### config.mk
export PLATFORM = sky130hd
export DESIGN_NAME = seq_detect_ctrl_flat
export DESIGN_NICKNAME = d
export VERILOG_FILES = /design/src/rtl/seq_detect_ctrl_if.sv /design/src/rtl/seq_detect_ctrl.sv /design/src/flat_wrapper.sv
export SDC_FILE = /design/constraint.sdc
export NUM_CORES = 1
export LEC_CHECK = 0
export ABC_AREA = 0
export ABC_CLOCK_PERIOD_IN_PS = 2600
export CAP_MARGIN = 10
export CORE_AREA = 2 2 70 72
export DETAILED_ROUTE_END_ITERATION = 8
export DIE_AREA = 0 0 72 74
export GPL_TIMING_DRIVEN = 0
export PLACE_DENSITY = 0.83
export SLEW_MARGIN = 20
export SYNTH_ARGS = -nofsm -noshare
export SYNTH_HDL_FRONTEND = slang
export SYNTH_SLANG_ARGS = --single-unit
export TNS_END_PERCENT = 20
### constraint.sdc
create_clock -name clk -period 2.6 [get_ports clk]
set_input_delay 0.26 -clock clk [delete_from_list [all_inputs] [get_ports clk]]
set_output_delay 0.26 -clock clk [all_outputs]
set_load 0.02 [all_outputs]
### src/rtl/seq_detect_ctrl_if.sv
// -----------------------------------------------------------------------------
// seq_detect_ctrl_if
//   Bundles the configuration, run-control, bit-stream and status signals of
//   the sequence-detector run controller.
//   master : bit-stream source / CPU side (drives cfg_*, start, stop, bit_*)
//   slave  : seq_detect_ctrl (drives bit_ready, match, match_cnt, busy, done,
//            cfg_err, state)
// -----------------------------------------------------------------------------
interface seq_detect_ctrl_if #(
  parameter int PAT_W   = 4,
  parameter int LEN_W   = 3,
  parameter int CNT_W   = 8,
  parameter int FRAME_W = 8
);
  // configuration
  logic               cfg_we;
  logic [PAT_W-1:0]   cfg_pattern;
  logic [LEN_W-1:0]   cfg_len;
  logic               cfg_overlap;
  logic [FRAME_W-1:0] cfg_frame;
  // run control
  logic               start;
  logic               stop;
  // bit stream
  logic               bit_valid;
  logic               bit_in;
  logic               bit_ready;
  // status
  logic               match;
  logic [CNT_W-1:0]   match_cnt;
  logic               busy;
  logic               done;
  logic               cfg_err;
  logic [1:0]         state;

  modport master (
    output cfg_we, cfg_pattern, cfg_len, cfg_overlap, cfg_frame,
    output start, stop, bit_valid, bit_in,
    input  bit_ready, match, match_cnt, busy, done, cfg_err, state
  );

  modport slave (
    input  cfg_we, cfg_pattern, cfg_len, cfg_overlap, cfg_frame,
    input  start, stop, bit_valid, bit_in,
    output bit_ready, match, match_cnt, busy, done, cfg_err, state
  );
endinterface

### src/rtl/seq_detect_ctrl.sv
// -----------------------------------------------------------------------------
// seq_detect_ctrl
//   Run controller for the serial sequence detectors. Holds a programmable
//   pattern (length, overlap mode, frame length) and sequences one detection
//   run over a valid-qualified bit stream. A run ends after cfg_frame accepted
//   bits (0 = unlimited) or on stop; matches are counted (saturating) and done
//   pulses for one cycle at the end of the run.
//
// Ports
//   clk    in  clock, rising edge
//   rst_n  in  asynchronous reset, active-low
//   bus    seq_detect_ctrl_if.slave
//            cfg_we/cfg_pattern/cfg_len/cfg_overlap/cfg_frame : config (IDLE)
//            start/stop                                        : run control
//            bit_valid/bit_in/bit_ready                        : bit stream
//            match/match_cnt/busy/done/cfg_err/state           : status
// -----------------------------------------------------------------------------
module seq_detect_ctrl #(
  parameter int PAT_W   = 4,
  parameter int LEN_W   = 3,
  parameter int CNT_W   = 8,
  parameter int FRAME_W = 8
) (
  input  logic              clk,
  input  logic              rst_n,
  seq_detect_ctrl_if.slave  bus
);

  typedef enum logic [1:0] {
    S_IDLE = 2'd0,
    S_RUN  = 2'd1,
    S_DONE = 2'd2
  } state_t;

  // Reset configuration: detect two consecutive zeros, non-overlapping.
  localparam logic [LEN_W-1:0] RST_LEN = LEN_W'(2);
  localparam logic [LEN_W-1:0] MAX_LEN = LEN_W'(PAT_W);

  // ---------------------------------------------------------------------------
  // State
  // ---------------------------------------------------------------------------
  state_t             state_q,   state_d;
  logic [PAT_W-1:0]   pat_q,     pat_d;
  logic [LEN_W-1:0]   len_q,     len_d;
  logic               ovl_q,     ovl_d;
  logic [FRAME_W-1:0] frame_q,   frame_d;
  // Only PAT_W-1 history bits are kept: after the next shift the oldest bit
  // falls outside any legal pattern window, so storing it would be dead logic.
  logic [PAT_W-2:0]   hist_q,    hist_d;
  logic [LEN_W-1:0]   fill_q,    fill_d;
  logic [FRAME_W-1:0] bcnt_q,    bcnt_d;
  logic               match_q,   match_d;
  logic [CNT_W-1:0]   cnt_q,     cnt_d;
  logic               err_q,     err_d;

  // ---------------------------------------------------------------------------
  // Datapath helpers
  // ---------------------------------------------------------------------------
  logic               cfg_len_ok;
  logic               accept;
  logic [PAT_W-1:0]   hist_shift;
  logic [PAT_W-1:0]   len_mask;
  logic [LEN_W-1:0]   fill_inc;
  logic [FRAME_W-1:0] bcnt_inc;
  logic               hit;
  logic               frame_end;

  assign cfg_len_ok = (bus.cfg_len != '0) && (bus.cfg_len <= MAX_LEN);
  assign accept     = (state_q == S_RUN) && bus.bit_valid;

  // Post-shift history: newest bit lands in bit 0, matching the pattern's
  // "bit[0] = last bit received" layout.
  assign hist_shift = {hist_q, bus.bit_in};
  assign fill_inc   = (fill_q >= len_q) ? len_q : fill_q + LEN_W'(1);
  assign bcnt_inc   = bcnt_q + FRAME_W'(1);
  assign frame_end  = (frame_q != '0) && (bcnt_inc == frame_q);

  always_comb begin
    len_mask = '0;
    for (int i = 0; i < PAT_W; i++) begin
      len_mask[i] = (i < int'(len_q));
    end
  end

  // Compare only once enough bits have arrived since the last reset of the
  // window; fill is what makes non-overlapping detection restart cleanly.
  assign hit = (fill_inc == len_q) &&
               ((hist_shift & len_mask) == (pat_q & len_mask));

  // ---------------------------------------------------------------------------
  // Next-state / output logic
  // ---------------------------------------------------------------------------
  always_comb begin
    // NOTE: every variable driven here gets a default first; a path that
    // forgets one would otherwise infer a latch.
    state_d = state_q;
    pat_d   = pat_q;
    len_d   = len_q;
    ovl_d   = ovl_q;
    frame_d = frame_q;
    hist_d  = hist_q;
    fill_d  = fill_q;
    bcnt_d  = bcnt_q;
    cnt_d   = cnt_q;
    match_d = 1'b0;
    err_d   = 1'b0;

    unique case (state_q)
      S_IDLE: begin
        if (bus.cfg_we && !cfg_len_ok) begin
          // Illegal length rejects the write and any start in the same cycle.
          err_d = 1'b1;
        end else begin
          if (bus.cfg_we) begin
            pat_d   = bus.cfg_pattern;
            len_d   = bus.cfg_len;
            ovl_d   = bus.cfg_overlap;
            frame_d = bus.cfg_frame;
          end
          if (bus.start) begin
            state_d = S_RUN;
            hist_d  = '0;
            fill_d  = '0;
            bcnt_d  = '0;
            cnt_d   = '0;
          end
        end
      end

      S_RUN: begin
        if (bus.cfg_we) begin
          err_d = 1'b1;
        end
        if (accept) begin
          hist_d = hist_shift[PAT_W-2:0];
          fill_d = fill_inc;
          bcnt_d = bcnt_inc;
          if (hit) begin
            match_d = 1'b1;
            if (cnt_q != '1) begin
              cnt_d = cnt_q + CNT_W'(1);
            end
            if (!ovl_q) begin
              fill_d = '0;
            end
          end
        end
        // A bit accepted alongside stop is still processed above.
        if (bus.stop || (accept && frame_end)) begin
          state_d = S_DONE;
        end
      end

      S_DONE: begin
        if (bus.cfg_we) begin
          err_d = 1'b1;
        end
        state_d = S_IDLE;
      end

      default: begin
        state_d = S_IDLE;
      end
    endcase
  end

  // ---------------------------------------------------------------------------
  // State register
  // ---------------------------------------------------------------------------
  always_ff @(posedge clk or negedge rst_n) begin
    if (!rst_n) begin
      state_q <= S_IDLE;
      pat_q   <= '0;
      len_q   <= RST_LEN;
      ovl_q   <= 1'b0;
      frame_q <= '0;
      hist_q  <= '0;
      fill_q  <= '0;
      bcnt_q  <= '0;
      match_q <= 1'b0;
      cnt_q   <= '0;
      err_q   <= 1'b0;
    end else begin
      // NOTE: non-blocking assignments so every register samples the values
      // from before this edge, independent of statement order.
      state_q <= state_d;
      pat_q   <= pat_d;
      len_q   <= len_d;
      ovl_q   <= ovl_d;
      frame_q <= frame_d;
      hist_q  <= hist_d;
      fill_q  <= fill_d;
      bcnt_q  <= bcnt_d;
      match_q <= match_d;
      cnt_q   <= cnt_d;
      err_q   <= err_d;
    end
  end

  // ---------------------------------------------------------------------------
  // Outputs
  // ---------------------------------------------------------------------------
  assign bus.bit_ready = (state_q == S_RUN);
  assign bus.busy      = (state_q != S_IDLE);
  assign bus.done      = (state_q == S_DONE);
  assign bus.match     = match_q;
  assign bus.match_cnt = cnt_q;
  assign bus.cfg_err   = err_q;
  assign bus.state     = state_q;

endmodule

### src/flat_wrapper.sv
// flat-port wrapper written by rule: the top's interface ports become plain ports
module seq_detect_ctrl_flat 
#(
  parameter int PAT_W   = 4,
  parameter int LEN_W   = 3,
  parameter int CNT_W   = 8,
  parameter int FRAME_W = 8
)
  (clk, rst_n, bus_cfg_we, bus_cfg_pattern, bus_cfg_len, bus_cfg_overlap, bus_cfg_frame, bus_start, bus_stop, bus_bit_valid, bus_bit_in, bus_bit_ready, bus_match, bus_match_cnt, bus_busy, bus_done, bus_cfg_err, bus_state);
  seq_detect_ctrl_if #(.PAT_W(PAT_W), .LEN_W(LEN_W), .CNT_W(CNT_W), .FRAME_W(FRAME_W)) bus_i ();
  input  logic clk;
  input  logic rst_n;
  input wire logic [$bits(bus_i.cfg_we)-1:0] bus_cfg_we;
  input wire logic [$bits(bus_i.cfg_pattern)-1:0] bus_cfg_pattern;
  input wire logic [$bits(bus_i.cfg_len)-1:0] bus_cfg_len;
  input wire logic [$bits(bus_i.cfg_overlap)-1:0] bus_cfg_overlap;
  input wire logic [$bits(bus_i.cfg_frame)-1:0] bus_cfg_frame;
  input wire logic [$bits(bus_i.start)-1:0] bus_start;
  input wire logic [$bits(bus_i.stop)-1:0] bus_stop;
  input wire logic [$bits(bus_i.bit_valid)-1:0] bus_bit_valid;
  input wire logic [$bits(bus_i.bit_in)-1:0] bus_bit_in;
  output wire logic [$bits(bus_i.bit_ready)-1:0] bus_bit_ready;
  output wire logic [$bits(bus_i.match)-1:0] bus_match;
  output wire logic [$bits(bus_i.match_cnt)-1:0] bus_match_cnt;
  output wire logic [$bits(bus_i.busy)-1:0] bus_busy;
  output wire logic [$bits(bus_i.done)-1:0] bus_done;
  output wire logic [$bits(bus_i.cfg_err)-1:0] bus_cfg_err;
  output wire logic [$bits(bus_i.state)-1:0] bus_state;
  assign bus_i.cfg_we = bus_cfg_we;
  assign bus_i.cfg_pattern = bus_cfg_pattern;
  assign bus_i.cfg_len = bus_cfg_len;
  assign bus_i.cfg_overlap = bus_cfg_overlap;
  assign bus_i.cfg_frame = bus_cfg_frame;
  assign bus_i.start = bus_start;
  assign bus_i.stop = bus_stop;
  assign bus_i.bit_valid = bus_bit_valid;
  assign bus_i.bit_in = bus_bit_in;
  assign bus_bit_ready = bus_i.bit_ready;
  assign bus_match = bus_i.match;
  assign bus_match_cnt = bus_i.match_cnt;
  assign bus_busy = bus_i.busy;
  assign bus_done = bus_i.done;
  assign bus_cfg_err = bus_i.cfg_err;
  assign bus_state = bus_i.state;
  seq_detect_ctrl #(.PAT_W(PAT_W), .LEN_W(LEN_W), .CNT_W(CNT_W), .FRAME_W(FRAME_W)) u_core (.clk(clk), .rst_n(rst_n), .bus(bus_i));
endmodule
==> results of run 1 <==
state kept, by name, summed over array words and instances (netlist names):
signal                flops
u_core.bus.cfg_err        1
u_core.ovl_q              1
u_core.bcnt_q             8
u_core.len_q              3
u_core.frame_q            8
u_core.hist_q             3
u_core.bus.match_cnt      8
u_core.pat_q              4
u_core.fill_q             3
u_core.bus.match          1
u_core.bus.state          2
critical path: cells and delay by family, from the launching register on:
family | cells | cell delay, ns
and+or+nand+nor | 3 | 0.77
DFF | 1 | 0.43
AOI/OAI and AO/OA | 1 | 0.43
adders and majority gates | 1 | 0.26
muxes | 1 | 0.22
xor gates and xnor gates | 1 | 0.14
cells by family after synthesis:
logic type	Yosys count	share of synthesized area (%)
simple gates	73	15.81
compound gates	52	14.58
flops	42	45.07
xor+xnor	22	8.574
mux	17	8.039
buf+inv	14	2.572
fa+ha+maj	10	5.359
where the power goes:
part | internal (W) | switching [W] | total [W]
clock | 0.000214 | 0.000222 | 0.000437
combinational | 0.000703 | 0.000788 | 0.00149
sequential | 0.000871 | 0.000195 | 0.00107
total | 0.00179 | 0.00121 | 0.00299
repair_timing:
| action | 4_1_cts | 5_1_grt |
|---|---|---|
| hold buffers | 1 | 0 |
| endpoints found under the setup margin | 0 | 10 |
| hold endpoints to repair | 13 | 0 |
| setup buffers | 0 | 0 |
| resized for setup | 0 | 4 |
routing by layer:
metal | up-vias | global-route usage [%]
li1 | 917 | -
met1 | 931 | 25.31
met2 | 55 | 33.54
met3 | 12 | 4.065
met4 | 0 | 8.805
met5 | - | 0
stage by stage:
stage	util (%)	hold slack (ns)	instance area (µm²)	worst slack (ns)	cells
floorplan	-	-0.03559	2335	0.4249	230
global placement	60.30	0.5011	2773	-0.1626	321
detailed placement	60.63	0.1837	2788	-0.1705	322
CTS	62.83	0.3968	2889	0.06765	331
global route	63.10	0.4195	2902	0.09169	331
finish	63.10	0.4060	2902	0.2815	331
area by class of cell:
cell class                 instances  area (µm²)  share of cell area, %
inverter                          10       37.54                  1.294
clock inverter                     1       5.005                 0.1725
tap                               54       67.56                  2.329
multi-input combinational        174        1234                  42.52
clock buffer                       7       86.33                  2.975
timing repair buffer              39       395.4                  13.63
sequential                        42        1052                  36.27
buffer                             4       23.77                 0.8193
layout by cell type, fill, tap and decap left out, drive strengths merged, types with 4 or more instances in the layout:
cell type,instances
xnor2,18
nor2,15
ha,10
clkdlybuf4s50,36
nand3,10
mux2,14
xor2,4
and3,6
o31ai,8
inv,10
dfrtp,41
o21ai,21
a21oi,12
nand2,24
clkbuf,10
cell usage after synthesis, types with 2 or more instances:
| library cell | n |
|---|---|
| mux2i_1 | 3 |
| clkbuf_1 | 3 |
| o31ai_1 | 8 |
| nor4_1 | 2 |
| or4_1 | 3 |
| nor2_1 | 14 |
| o21ai_0 | 18 |
| nand2_1 | 24 |
| mux2_2 | 14 |
| nand3_1 | 10 |
| o21ai_1 | 3 |
| xor2_1 | 4 |
| or3_1 | 3 |
| inv_1 | 10 |
| ha_1 | 10 |
| nand2b_1 | 2 |
| xnor2_1 | 17 |
| a21o_1 | 2 |
| dfrtp_1 | 41 |
| a21oi_1 | 12 |
| nand4_1 | 2 |
| and3_1 | 6 |
worst max path at each step:
stage | from | endpoint | slack, ns | depth (start not counted)
floorplan | u_core.bus.state[1] | u_core.bcnt_q[6] | 0.42 | 9
global placement | bus_cfg_len[1] | u_core.ovl_q | -0.16 | 6
detailed placement | bus_cfg_len[1] | u_core.frame_q[7] | -0.17 | 6
CTS | u_core.bus.state[0] | u_core.frame_q[7] | 0.07 | 6
global route | u_core.bus.state[0] | u_core.pat_q[0] | 0.09 | 6
finish | u_core.bcnt_q[0] | u_core.bus.state[0] | 0.28 | 7
==> metrics, run 1 <==
R2R Setup Slk=0.28 ns; Initial DRC Count=102; CP arrival=2.54 ns; Worst Path Max Fanout=5; RSZ-0062 raised after global routing=false; endpoint class of the critical path=register; drc violations=0; clock sink total=42; Synth Register Bits=42; Worst-path clk slew=0.08 ns; Area growth syn-to-layout=24.28%; die height=74 µm; share of cells above drive strength 1=12.64%; largest net degree at the start of global routing=30; Worst Tran Pin Value=0.5035 ns; Reg2Reg Capture Point=u_core.bus.state[0]; number of synthesized flops with an enable pin=0; Overall Power=0.002995 W; total track usage=19.99%; detailed placement HPWL=3726 µm; GR Overflow Total=0; r2r startpoint=u_core.bcnt_q[0]; Initial Util=50.78%; vias per cell=5.785; Cell Chain, Critical Path=ha_1 > and3_1 > xnor2_1 > nor4_1 > nand3_1 > o41ai_2 > mux2i_1; count of cell types in the netlist=41; pwr dens=1032 nW/µm²; Antenna diodes=0; clk_lat worst skew=0.30 ns; Max-cap violations=0; Post-Synthesis Cells=230; Mapped Area=2335 µm²; critical path's slowest cell=dfrtp_1; GPL Wtd Cong=0.8509; Core Area=4598 µm²; period utilization=89.17%; DR top layer=met4; Peak supply drop=0.5609 mV; CTS Buffer Depth=2; Antenna Violating Nets Remaining=0; Final min period=2.319 ns; register area share after synthesis=45.07%; Cell Rows=25; Final #Nets=309; routed wl met3=213 µm; number of synthesis warnings=0; H-tree levels=2; Hold Vio Cnt, Final=0; DIE AREA=5328 µm²; Mapped Avg Cell Area=10.15 µm²; Synth area leader=dfrtp_1; I/O Buffers=37; WS Path Type=register to register; metal2 WL=2444 µm; Setup crit start kind=register; leakage=1.245 nW; final WL=4925 µm; Final TNS setup=0 ns; slowest stage delay, CP=0.43 ns; global-route wire length before repair=8142 µm; Slew Limit Fails=0; via count=1915; Req. time, crit path=2.82 ns; Final setup viols=0; Die W=72 µm; CTS tree=yes; Highest Clock Rate=431.3 MHz; Num CTS Buffers=5; CTS Root Cell=clkbuf_8; asr flop ratio synth=100.0%; Slew headroom=66.18%; Fillers=389; Wirelength per Cell=14.88 µm; FF-to-FF path depth=7; initial antenna violation count=0; synth top area cells=dfrtp_1 (44%), mux2_2 (6.8%), xnor2_1 (6.4%); status=completed; Clock Skew=0.009233 ns; wl on met1=2135 µm; Net Count, Synth=263; vias in the first global route=1793; Hold Crit Class=primary input to async pin; most used flip-flop cell after synthesis=dfrtp_1; DR pass1 iterations=4; post-synth top area share=43.94%; Top Ports=38
No activity file was read; power rests on OpenSTA's default activity.
==> inputs of run 2 (changes only) <==
--- a/config.mk
+++ b/config.mk
@@ -6,7 +6,6 @@
 export NUM_CORES = 1
 export LEC_CHECK = 0
 export ABC_AREA = 0
-export ABC_CLOCK_PERIOD_IN_PS = 2600
 export CAP_MARGIN = 10
 export CORE_AREA = 2 2 70 72
 export DETAILED_ROUTE_END_ITERATION = 8
==> results of run 2 <==
Final layout, timing and power as in run 1 (identical DEF).
